**src/rtl/ladder_seq_fault_pkg.sv**
```systemverilog
// Shared constants for the fault-tolerant ladder sequencer, the key scanner and the point unit.
// Latency: n/a (constants only).
// Backpressure: n/a.
package ladder_seq_fault_pkg;

  // Scanner checkpoint commands carried on op_code
  localparam logic [1:0] OP_NONE    = 2'b00;
  localparam logic [1:0] OP_SNAP    = 2'b01;  // current key/key_cnt -> tmp
  localparam logic [1:0] OP_COMMIT  = 2'b10;  // tmp -> backup
  localparam logic [1:0] OP_RESTORE = 2'b11;  // backup -> current

  // Scanner pre-judge results on key_state
  localparam logic [1:0] KEY_NORMAL  = 2'b00;
  localparam logic [1:0] KEY_IS_ZERO = 2'b01;
  localparam logic [1:0] KEY_IS_ONE  = 2'b11;

  // Point-unit command selects on pt_sel
  localparam logic [1:0] PT_IDLE  = 2'b00;
  localparam logic [1:0] PT_STEP  = 2'b01;
  localparam logic [1:0] PT_REST  = 2'b10;
  localparam logic [1:0] PT_FINAL = 2'b11;

  // Sequencer state encoding
  typedef logic [4:0] state_t;
  localparam state_t S_IDLE    = 5'd0;
  localparam state_t S_LOAD    = 5'd1;
  localparam state_t S_CHECK   = 5'd2;
  localparam state_t S_JUDGE_W = 5'd3;
  localparam state_t S_FIND    = 5'd4;
  localparam state_t S_FIND_W  = 5'd5;
  localparam state_t S_CKPT1   = 5'd6;
  localparam state_t S_CKPT2   = 5'd7;
  localparam state_t S_SCAN    = 5'd8;
  localparam state_t S_SCAN_W  = 5'd9;
  localparam state_t S_STEP    = 5'd10;
  localparam state_t S_STEP_W  = 5'd11;
  localparam state_t S_RESTORE = 5'd12;
  localparam state_t S_REST_W  = 5'd13;
  localparam state_t S_FINAL   = 5'd14;
  localparam state_t S_FINAL_W = 5'd15;
  localparam state_t S_FINISH  = 5'd16;

endpackage

```
**src/rtl/ladder_seq_fault_if.sv**
```systemverilog
// Bundles the sequencer's key-scanner and point-unit handshakes into one port.
// Latency: n/a (wiring only).
// Backpressure: none; scanner requests rely on fixed waits, point commands wait on pt_done.
// Ports (master = sequencer side):
//   key_load/key_check/keyfind_en/keyscan_en/op_code -> scanner; ki/key_first_found/key_cnt/key_state <- scanner
//   pt_start/pt_sel/pt_bit -> point unit; pt_done/pt_fault <- point unit
interface ladder_seq_fault_if;

  logic       key_load;
  logic       key_check;
  logic       keyfind_en;
  logic       keyscan_en;
  logic [1:0] op_code;
  logic       ki;
  logic       key_first_found;
  logic [7:0] key_cnt;
  logic [1:0] key_state;

  logic       pt_start;
  logic [1:0] pt_sel;
  logic       pt_bit;
  logic       pt_done;
  logic       pt_fault;

  modport master (
    output key_load, key_check, keyfind_en, keyscan_en, op_code,
    input  ki, key_first_found, key_cnt, key_state,
    output pt_start, pt_sel, pt_bit,
    input  pt_done, pt_fault
  );

  modport slave (
    input  key_load, key_check, keyfind_en, keyscan_en, op_code,
    output ki, key_first_found, key_cnt, key_state,
    input  pt_start, pt_sel, pt_bit,
    output pt_done, pt_fault
  );

endinterface

```
**src/rtl/ladder_seq_fault.sv**
```systemverilog
// Sequences one ladder step per key bit with checkpoint/rollback retry on point-unit faults.
// Latency: 5 cycles start->done for key 0/1; otherwise paced by scanner waits and pt_done.
// Backpressure: start ignored while busy; each point command waits for pt_done before moving on.
// Ports: CLK, RST_N (sync, active-low); start; bus (master side of scanner + point handshakes);
//        busy, done, res_inf, res_is_p, error, fault_cnt status outputs.
module ladder_seq_fault
  import ladder_seq_fault_pkg::*;
#(
  parameter int N         = 233,
  parameter int MAX_RETRY = 3
) (
  input  logic                CLK,
  input  logic                RST_N,
  input  logic                start,
  ladder_seq_fault_if.master  bus,
  output logic                busy,
  output logic                done,
  output logic                res_inf,
  output logic                res_is_p,
  output logic                error,
  output logic [3:0]          fault_cnt
);

  localparam int            RW        = $clog2(MAX_RETRY + 1);
  localparam logic [RW-1:0] RETRY_MAX = RW'(MAX_RETRY);
  localparam logic [7:0]    N_CNT     = 8'(N);

  state_t        state_q, state_d;
  logic          wait_q, wait_d;          // second cycle of a two-cycle scanner wait
  logic [RW-1:0] retry_q, retry_d;
  logic          pt_bit_q, pt_bit_d;
  logic          res_inf_q, res_inf_d;
  logic          res_is_p_q, res_is_p_d;
  logic          error_q, error_d;
  logic [3:0]    fault_cnt_q, fault_cnt_d;

  logic [RW-1:0] retry_inc;
  logic [3:0]    fault_inc;

  assign retry_inc = retry_q + RW'(1);
  assign fault_inc = (fault_cnt_q == 4'hF) ? 4'hF : fault_cnt_q + 4'd1;

  always_comb begin
    state_d     = state_q;
    wait_d      = wait_q;
    retry_d     = retry_q;
    pt_bit_d    = pt_bit_q;
    res_inf_d   = res_inf_q;
    res_is_p_d  = res_is_p_q;
    error_d     = error_q;
    fault_cnt_d = fault_cnt_q;
    case (state_q)
      S_IDLE: begin
        if (start) begin
          state_d     = S_LOAD;
          res_inf_d   = 1'b0;
          res_is_p_d  = 1'b0;
          error_d     = 1'b0;
          fault_cnt_d = 4'd0;
          retry_d     = '0;
        end
      end
      S_LOAD:  state_d = S_CHECK;
      S_CHECK: begin
        state_d = S_JUDGE_W;
        wait_d  = 1'b0;
      end
      S_JUDGE_W: begin
        if (!wait_q) begin
          wait_d = 1'b1;
        end else begin
          wait_d = 1'b0;
          if (bus.key_state == KEY_IS_ZERO) begin
            res_inf_d = 1'b1;
            state_d   = S_FINISH;
          end else if (bus.key_state == KEY_IS_ONE) begin
            res_is_p_d = 1'b1;
            state_d    = S_FINISH;
          end else begin
            state_d = S_FIND;
          end
        end
      end
      S_FIND:   state_d = S_FIND_W;
      // key != 0 was established by the pre-judge, so the leading one always turns up
      S_FIND_W: if (bus.key_first_found) state_d = S_CKPT1;
      S_CKPT1:  state_d = S_CKPT2;
      S_CKPT2: begin
        // a commit marks a fresh step, so the consecutive-fault count restarts
        retry_d = '0;
        state_d = (bus.key_cnt == N_CNT) ? S_FINAL : S_SCAN;
      end
      S_SCAN: begin
        state_d = S_SCAN_W;
        wait_d  = 1'b0;
      end
      S_SCAN_W: begin
        if (!wait_q) begin
          wait_d = 1'b1;
        end else begin
          wait_d   = 1'b0;
          pt_bit_d = bus.ki;
          state_d  = S_STEP;
        end
      end
      S_STEP: state_d = S_STEP_W;
      S_STEP_W: begin
        if (bus.pt_done) begin
          if (!bus.pt_fault) begin
            state_d = S_CKPT1;
          end else begin
            fault_cnt_d = fault_inc;
            retry_d     = retry_inc;
            if (retry_inc == RETRY_MAX) begin
              error_d = 1'b1;
              state_d = S_FINISH;
            end else begin
              state_d = S_RESTORE;
            end
          end
        end
      end
      S_RESTORE: state_d = S_REST_W;
      // the restore command's own fault flag is deliberately not inspected
      S_REST_W:  if (bus.pt_done) state_d = S_SCAN;
      S_FINAL:   state_d = S_FINAL_W;
      S_FINAL_W: begin
        if (bus.pt_done) begin
          if (bus.pt_fault) begin
            error_d     = 1'b1;
            fault_cnt_d = fault_inc;
          end
          state_d = S_FINISH;
        end
      end
      S_FINISH: state_d = S_IDLE;
      default:  state_d = S_IDLE;
    endcase
  end

  always_ff @(posedge CLK) begin
    if (!RST_N) begin
      state_q     <= S_IDLE;
      wait_q      <= 1'b0;
      retry_q     <= '0;
      pt_bit_q    <= 1'b0;
      res_inf_q   <= 1'b0;
      res_is_p_q  <= 1'b0;
      error_q     <= 1'b0;
      fault_cnt_q <= 4'd0;
    end else begin
      state_q     <= state_d;
      wait_q      <= wait_d;
      retry_q     <= retry_d;
      pt_bit_q    <= pt_bit_d;
      res_inf_q   <= res_inf_d;
      res_is_p_q  <= res_is_p_d;
      error_q     <= error_d;
      fault_cnt_q <= fault_cnt_d;
    end
  end

  // All strobes are Moore-decoded so each is exactly one state (one cycle) wide
  assign bus.key_load   = (state_q == S_LOAD);
  assign bus.key_check  = (state_q == S_CHECK);
  assign bus.keyfind_en = (state_q == S_FIND);
  assign bus.keyscan_en = (state_q == S_SCAN);
  assign bus.pt_start   = (state_q == S_STEP) || (state_q == S_RESTORE) || (state_q == S_FINAL);
  assign bus.pt_bit     = pt_bit_q;

  logic [1:0] op_code_c;
  logic [1:0] pt_sel_c;

  always_comb begin
    op_code_c = OP_NONE;
    pt_sel_c  = PT_IDLE;
    case (state_q)
      S_CKPT1:             op_code_c = OP_SNAP;
      S_CKPT2:             op_code_c = OP_COMMIT;
      S_RESTORE:           op_code_c = OP_RESTORE;
      default:             op_code_c = OP_NONE;
    endcase
    // select holds across the wait state until pt_done
    case (state_q)
      S_STEP, S_STEP_W:    pt_sel_c = PT_STEP;
      S_RESTORE, S_REST_W: pt_sel_c = PT_REST;
      S_FINAL, S_FINAL_W:  pt_sel_c = PT_FINAL;
      default:             pt_sel_c = PT_IDLE;
    endcase
  end

  assign bus.op_code = op_code_c;
  assign bus.pt_sel  = pt_sel_c;

  assign busy      = (state_q != S_IDLE) && (state_q != S_FINISH);
  assign done      = (state_q == S_FINISH);
  assign res_inf   = res_inf_q;
  assign res_is_p  = res_is_p_q;
  assign error     = error_q;
  assign fault_cnt = fault_cnt_q;

endmodule

```
**src/flat_wrapper.sv**
```systemverilog
// flat-port wrapper written by rule: the top's interface ports become plain ports
module ladder_seq_fault_flat import ladder_seq_fault_pkg::*;
#(
  parameter int N         = 233,
  parameter int MAX_RETRY = 3
)
  (CLK, RST_N, start, busy, done, res_inf, res_is_p, error, fault_cnt, bus_key_load, bus_key_check, bus_keyfind_en, bus_keyscan_en, bus_op_code, bus_ki, bus_key_first_found, bus_key_cnt, bus_key_state, bus_pt_start, bus_pt_sel, bus_pt_bit, bus_pt_done, bus_pt_fault);
  ladder_seq_fault_if bus_i ();
  input  logic CLK;
  input  logic RST_N;
  input  logic start;
  output logic busy;
  output logic done;
  output logic res_inf;
  output logic res_is_p;
  output logic error;
  output logic [3:0] fault_cnt;
  output wire logic [$bits(bus_i.key_load)-1:0] bus_key_load;
  output wire logic [$bits(bus_i.key_check)-1:0] bus_key_check;
  output wire logic [$bits(bus_i.keyfind_en)-1:0] bus_keyfind_en;
  output wire logic [$bits(bus_i.keyscan_en)-1:0] bus_keyscan_en;
  output wire logic [$bits(bus_i.op_code)-1:0] bus_op_code;
  input wire logic [$bits(bus_i.ki)-1:0] bus_ki;
  input wire logic [$bits(bus_i.key_first_found)-1:0] bus_key_first_found;
  input wire logic [$bits(bus_i.key_cnt)-1:0] bus_key_cnt;
  input wire logic [$bits(bus_i.key_state)-1:0] bus_key_state;
  output wire logic [$bits(bus_i.pt_start)-1:0] bus_pt_start;
  output wire logic [$bits(bus_i.pt_sel)-1:0] bus_pt_sel;
  output wire logic [$bits(bus_i.pt_bit)-1:0] bus_pt_bit;
  input wire logic [$bits(bus_i.pt_done)-1:0] bus_pt_done;
  input wire logic [$bits(bus_i.pt_fault)-1:0] bus_pt_fault;
  assign bus_key_load = bus_i.key_load;
  assign bus_key_check = bus_i.key_check;
  assign bus_keyfind_en = bus_i.keyfind_en;
  assign bus_keyscan_en = bus_i.keyscan_en;
  assign bus_op_code = bus_i.op_code;
  assign bus_i.ki = bus_ki;
  assign bus_i.key_first_found = bus_key_first_found;
  assign bus_i.key_cnt = bus_key_cnt;
  assign bus_i.key_state = bus_key_state;
  assign bus_pt_start = bus_i.pt_start;
  assign bus_pt_sel = bus_i.pt_sel;
  assign bus_pt_bit = bus_i.pt_bit;
  assign bus_i.pt_done = bus_pt_done;
  assign bus_i.pt_fault = bus_pt_fault;
  ladder_seq_fault #(.N(N), .MAX_RETRY(MAX_RETRY)) u_core (.CLK(CLK), .RST_N(RST_N), .start(start), .bus(bus_i), .busy(busy), .done(done), .res_inf(res_inf), .res_is_p(res_is_p), .error(error), .fault_cnt(fault_cnt));
endmodule
```
**config.mk**
```make
export PLATFORM = sky130hd
export DESIGN_NAME = ladder_seq_fault_flat
export DESIGN_NICKNAME = d
export VERILOG_FILES = /design/src/rtl/ladder_seq_fault_pkg.sv /design/src/rtl/ladder_seq_fault_if.sv /design/src/rtl/ladder_seq_fault.sv /design/src/flat_wrapper.sv
export SDC_FILE = /design/constraint.sdc
export NUM_CORES = 1
export LEC_CHECK = 0
export CORE_ASPECT_RATIO = 1.5
export CORE_MARGIN = 5
export CORE_UTILIZATION = 46
export CTS_CLUSTER_SIZE = 8
export DETAILED_ROUTE_END_ITERATION = 7
export PLACE_DENSITY_LB_ADDON = 0.08
export SYNTH_ARGS = -nofsm -noshare
export SYNTH_HDL_FRONTEND = slang
export SYNTH_SLANG_ARGS = --single-unit
```
**constraint.sdc**
```tcl
create_clock -name CLK -period 2.01 [get_ports CLK]
set_input_delay 0.201 -clock CLK [delete_from_list [all_inputs] [get_ports CLK]]
set_output_delay 0.201 -clock CLK [all_outputs]
set_load 0.1 [all_outputs]
```
==> metrics.md <==
| Metric | Value |
|---|---|
| Worst Tran Pin Value | 0.495 ns |
| Total CTS buffers | 3 |
| Setup violations, final | 0 |
| H-tree Lvls | 1 |
| Vias/cell | 6.18 |
| Number of inserted diodes | 0 |
| Worst-Skew Late Latency | 0.28 ns |
| Final core occ | 0.724 |
| Unrepaired setup endpoints after global routing | false |
| First-pass GRT wire length | 5930 um |
| Clk_skew | 0.00146 ns |
| Placed Cells | approximately 210 |
| Yosys Warn Count | 0 |
| Synthesized area | 0.00114 mm2 |
| Vert. Die Dim | roughly 71 um |
| Initial antenna violation count | 0 |
| Drt wl/cell | 16.5 um |
| I/O pins | 36 |
| Crit Reg-Reg Endpoint | u_core.state_q[1] |
| Post-synth EDFFs | 0 |
| Detail Placement HPWL | 2910 um |
| Layout Cells excl Fill | between 200 and 250 |
| Tot Pwr | approximately 0.90 mW |
| Fmax | approximately 0.54 GHz |
| CP max FO | 6 |
| Die area | 0.00361 mm2 |
| Vias in the first global route | 1,324 |
| I/O Buffers | 35 |
| Min-Delay Path Depth | 2 |
| Gpl congestion | between 0.8 and 0.9 |
| Pre-CTS WS | around 0.17 ns |
| Startpoint Class | register |
| Layout Nets | 211 |
| Async SR Flop Fraction | 0 |
| Std-Cell Rows | 22 |
| Core area | 0.00242 mm2 |
| Starting Density | 0.473 |
| Ranking of synthesized cells by area | dfxtp_1, nor3_1, nor2_1 |
| GR Util All Layers | 0.203 |
| Hold Crit Start | u_core.retry_q[0] |
| CTS Root Buffer Type | clkbuf_4 |
| Critical Path RT | approximately 1.8 ns |
| DR DRC count | 0 |
| Final Hold Vio Count | 0 |
| Share of the synthesized area in the top cell type | 0.280 |
| Layout cells sized above 1 | 0.279 |
| Hold Path Class | reg -> reg |
| Top post-synthesis cells by count | dfxtp_1, nor2_1, nor3_1 |
| CP endpoint kind | output pin |
| Pin count of the biggest net entering global routing | 12 |
| # clock sinks | 16 |
| Pwr per Cell Area | slightly above 500 mW/mm2 |
| Total Wirelength | 3540 um |
| Yosys top cell by area | dfxtp_1 |
| DR vias | approximately 1,300 |
| Tmin final | 1.86 ns |
| Synth Flop Type | dfxtp_1 |
| Avg Cell Area, Syn | 7.79 um2 |
| R2r worst-path depth | 5 |
| TritonRoute pass-1 iters | 4 |
| Initial DRC Count | between 40 and 50 |
| Worst-path clk slew | ~0.09 ns |
| Slew margin rel. | 0.669 |
| Die width | about 51 um |
| Area Overhead vs Synth | 53.2% |
| Antenna-violating nets left | 0 |
| Status | finished, final reports clean |
| Final setup TNS | 0 ns |
| Max Cap Viol | 0 |
| Pleak | 0.702 nW |
| Arrival time worst endpoint | 1.66 ns |
| Post-synthesis register bit count | 16 |
| Synth unique cells | between 40 and 50 |
| CTS tree | built |
| Seq/Total Area, Yosys | 0.280 |
| Setup crit start | u_core.state_q[1] |
| Clock buffer depth | 2 |
| Worst r2r src | u_core.state_q[1] |
| Crit Path Class | reg -> out |
| Crit share post-route | 0.926 |
| Flop2flop setup slack | 0.23 ns |
| Worst Hold Endpoint | u_core.retry_q[0] |
| Mapped Nets | about 170 |
| Max-slew violations | 0 |
| Post-synthesis cell count | between 100 and 150 |
| Worst setup margin | between 0.1 and 0.15 ns |
| Gr ovfl total | 0 |
| VDD IR max | ~0.41 mV |
==> how the worst max path moves through the flow <==
stage	to	slack, ns	cells past startpoint
after floorplan	bus_pt_start	-0.05	3
after global placement	u_core.fault_cnt[1]	0.20	5
after detailed placement	u_core.fault_cnt[1]	0.17	5
after CTS	bus_op_code[0]	0.05	5
after global routing	bus_key_load	0.04	4
final	bus_keyscan_en	0.15	4
==> registers in the layout (all words and copies together), names as in the netlist <==
| name | count |
|---|---|
| u_core.wait_q | 1 |
| u_core.state_q | 5 |
| u_core.res_inf | 1 |
| u_core.retry_q | 2 |
| u_core.fault_cnt | 4 |
| u_core.res_is_p | 1 |
| u_core.bus.pt_bit | 1 |
| u_core.error | 1 |
==> layout by cell type, fill, tap and decap left out, drive strengths merged, types with 2 or more instances in the layout <==
cell / netlist / layout
xor2: 2 / 2
nand3: 4 / 4
o21ai: 6 / 6
and2: 5 / 5
o21a: 3 / 3
dfxtp: 16 / 16
a221oi: 2 / 2
buf: 7 / 35
clkbuf: 4 / 3
a31oi: 3 / 3
nor2: 16 / 16
nand2: 10 / 10
mux2i: 4 / 4
inv: 6 / 6
a21oi: 3 / 3
ha: 2 / 2
o32ai: 2 / 2
o31ai: 2 / 2
a211oi: 2 / 2
nand4b: 3 / 3
clkdlybuf4s50: 0 / 16
o221a: 2 / 2
nand2b: 3 / 3
nor2b: 4 / 4
nor4b: 2 / 2
nor4: 3 / 3
nor3: 16 / 16
==> final cells by class <==
class | instances | area, um2
timing repair buffer | 51 | 561
sequential | 16 | 324
inverter | 6 | 22.5
tap | 24 | 30.0
fill | 191 | 668
multi-input combinational | 114 | 795
clock buffer | 3 | 22.5
==> kinds of logic after synthesis <==
family | count (synthesis) | share of synthesized area
and+or+nand+nor | 72 | 0.351
AOI/OAI and AO/OA | 34 | 0.226
buffers and inverters | 17 | 0.0710
DFF | 16 | 0.280
muxes | 4 | 0.0350
xor gates and xnor gates | 2 | 0.0153
adders and majority gates | 2 | 0.0219
==> worst max-delay path, cell delays in order, from the launching register on <==
cell and delay [ns]:
dfxtp_1 0.39, nor2_1 0.42, nand2_1 0.20, nor2_2 0.17
buf_12 0.19
==> metrics by stage <==
step                      hold slack (ns)  cell area (um2)
final                               0.473             1750
after global routing                0.494             1750
after CTS                           0.473             1750
after detailed placement            0.455             1730
after global placement              0.454             1730
after floorplan                     0.345             1200
==> layer usage <==
metal	share of wire	vias up	GRT usage
met4	0.020	0	0.0795
met3	0.046	9	0.0189
met1	0.37	627	0.228
li1	-	635	-
met2	0.56	51	0.376
met5	0	-	0
==> report_power, final <==
part	total (mW)	switching [mW]	internal, mW
clock	0.172	0.103	0.0696
combinational	0.383	0.234	0.149
sequential	0.345	0.0179	0.327
total	0.900	0.355	0.545
==> timing repair <==
action	CTS	global route
endpoints found under the setup margin	0	2
gates resized for setup	0	1
hold buffers	0	0
buffers inserted	0	0
Power figures use the tool's default switching activity.
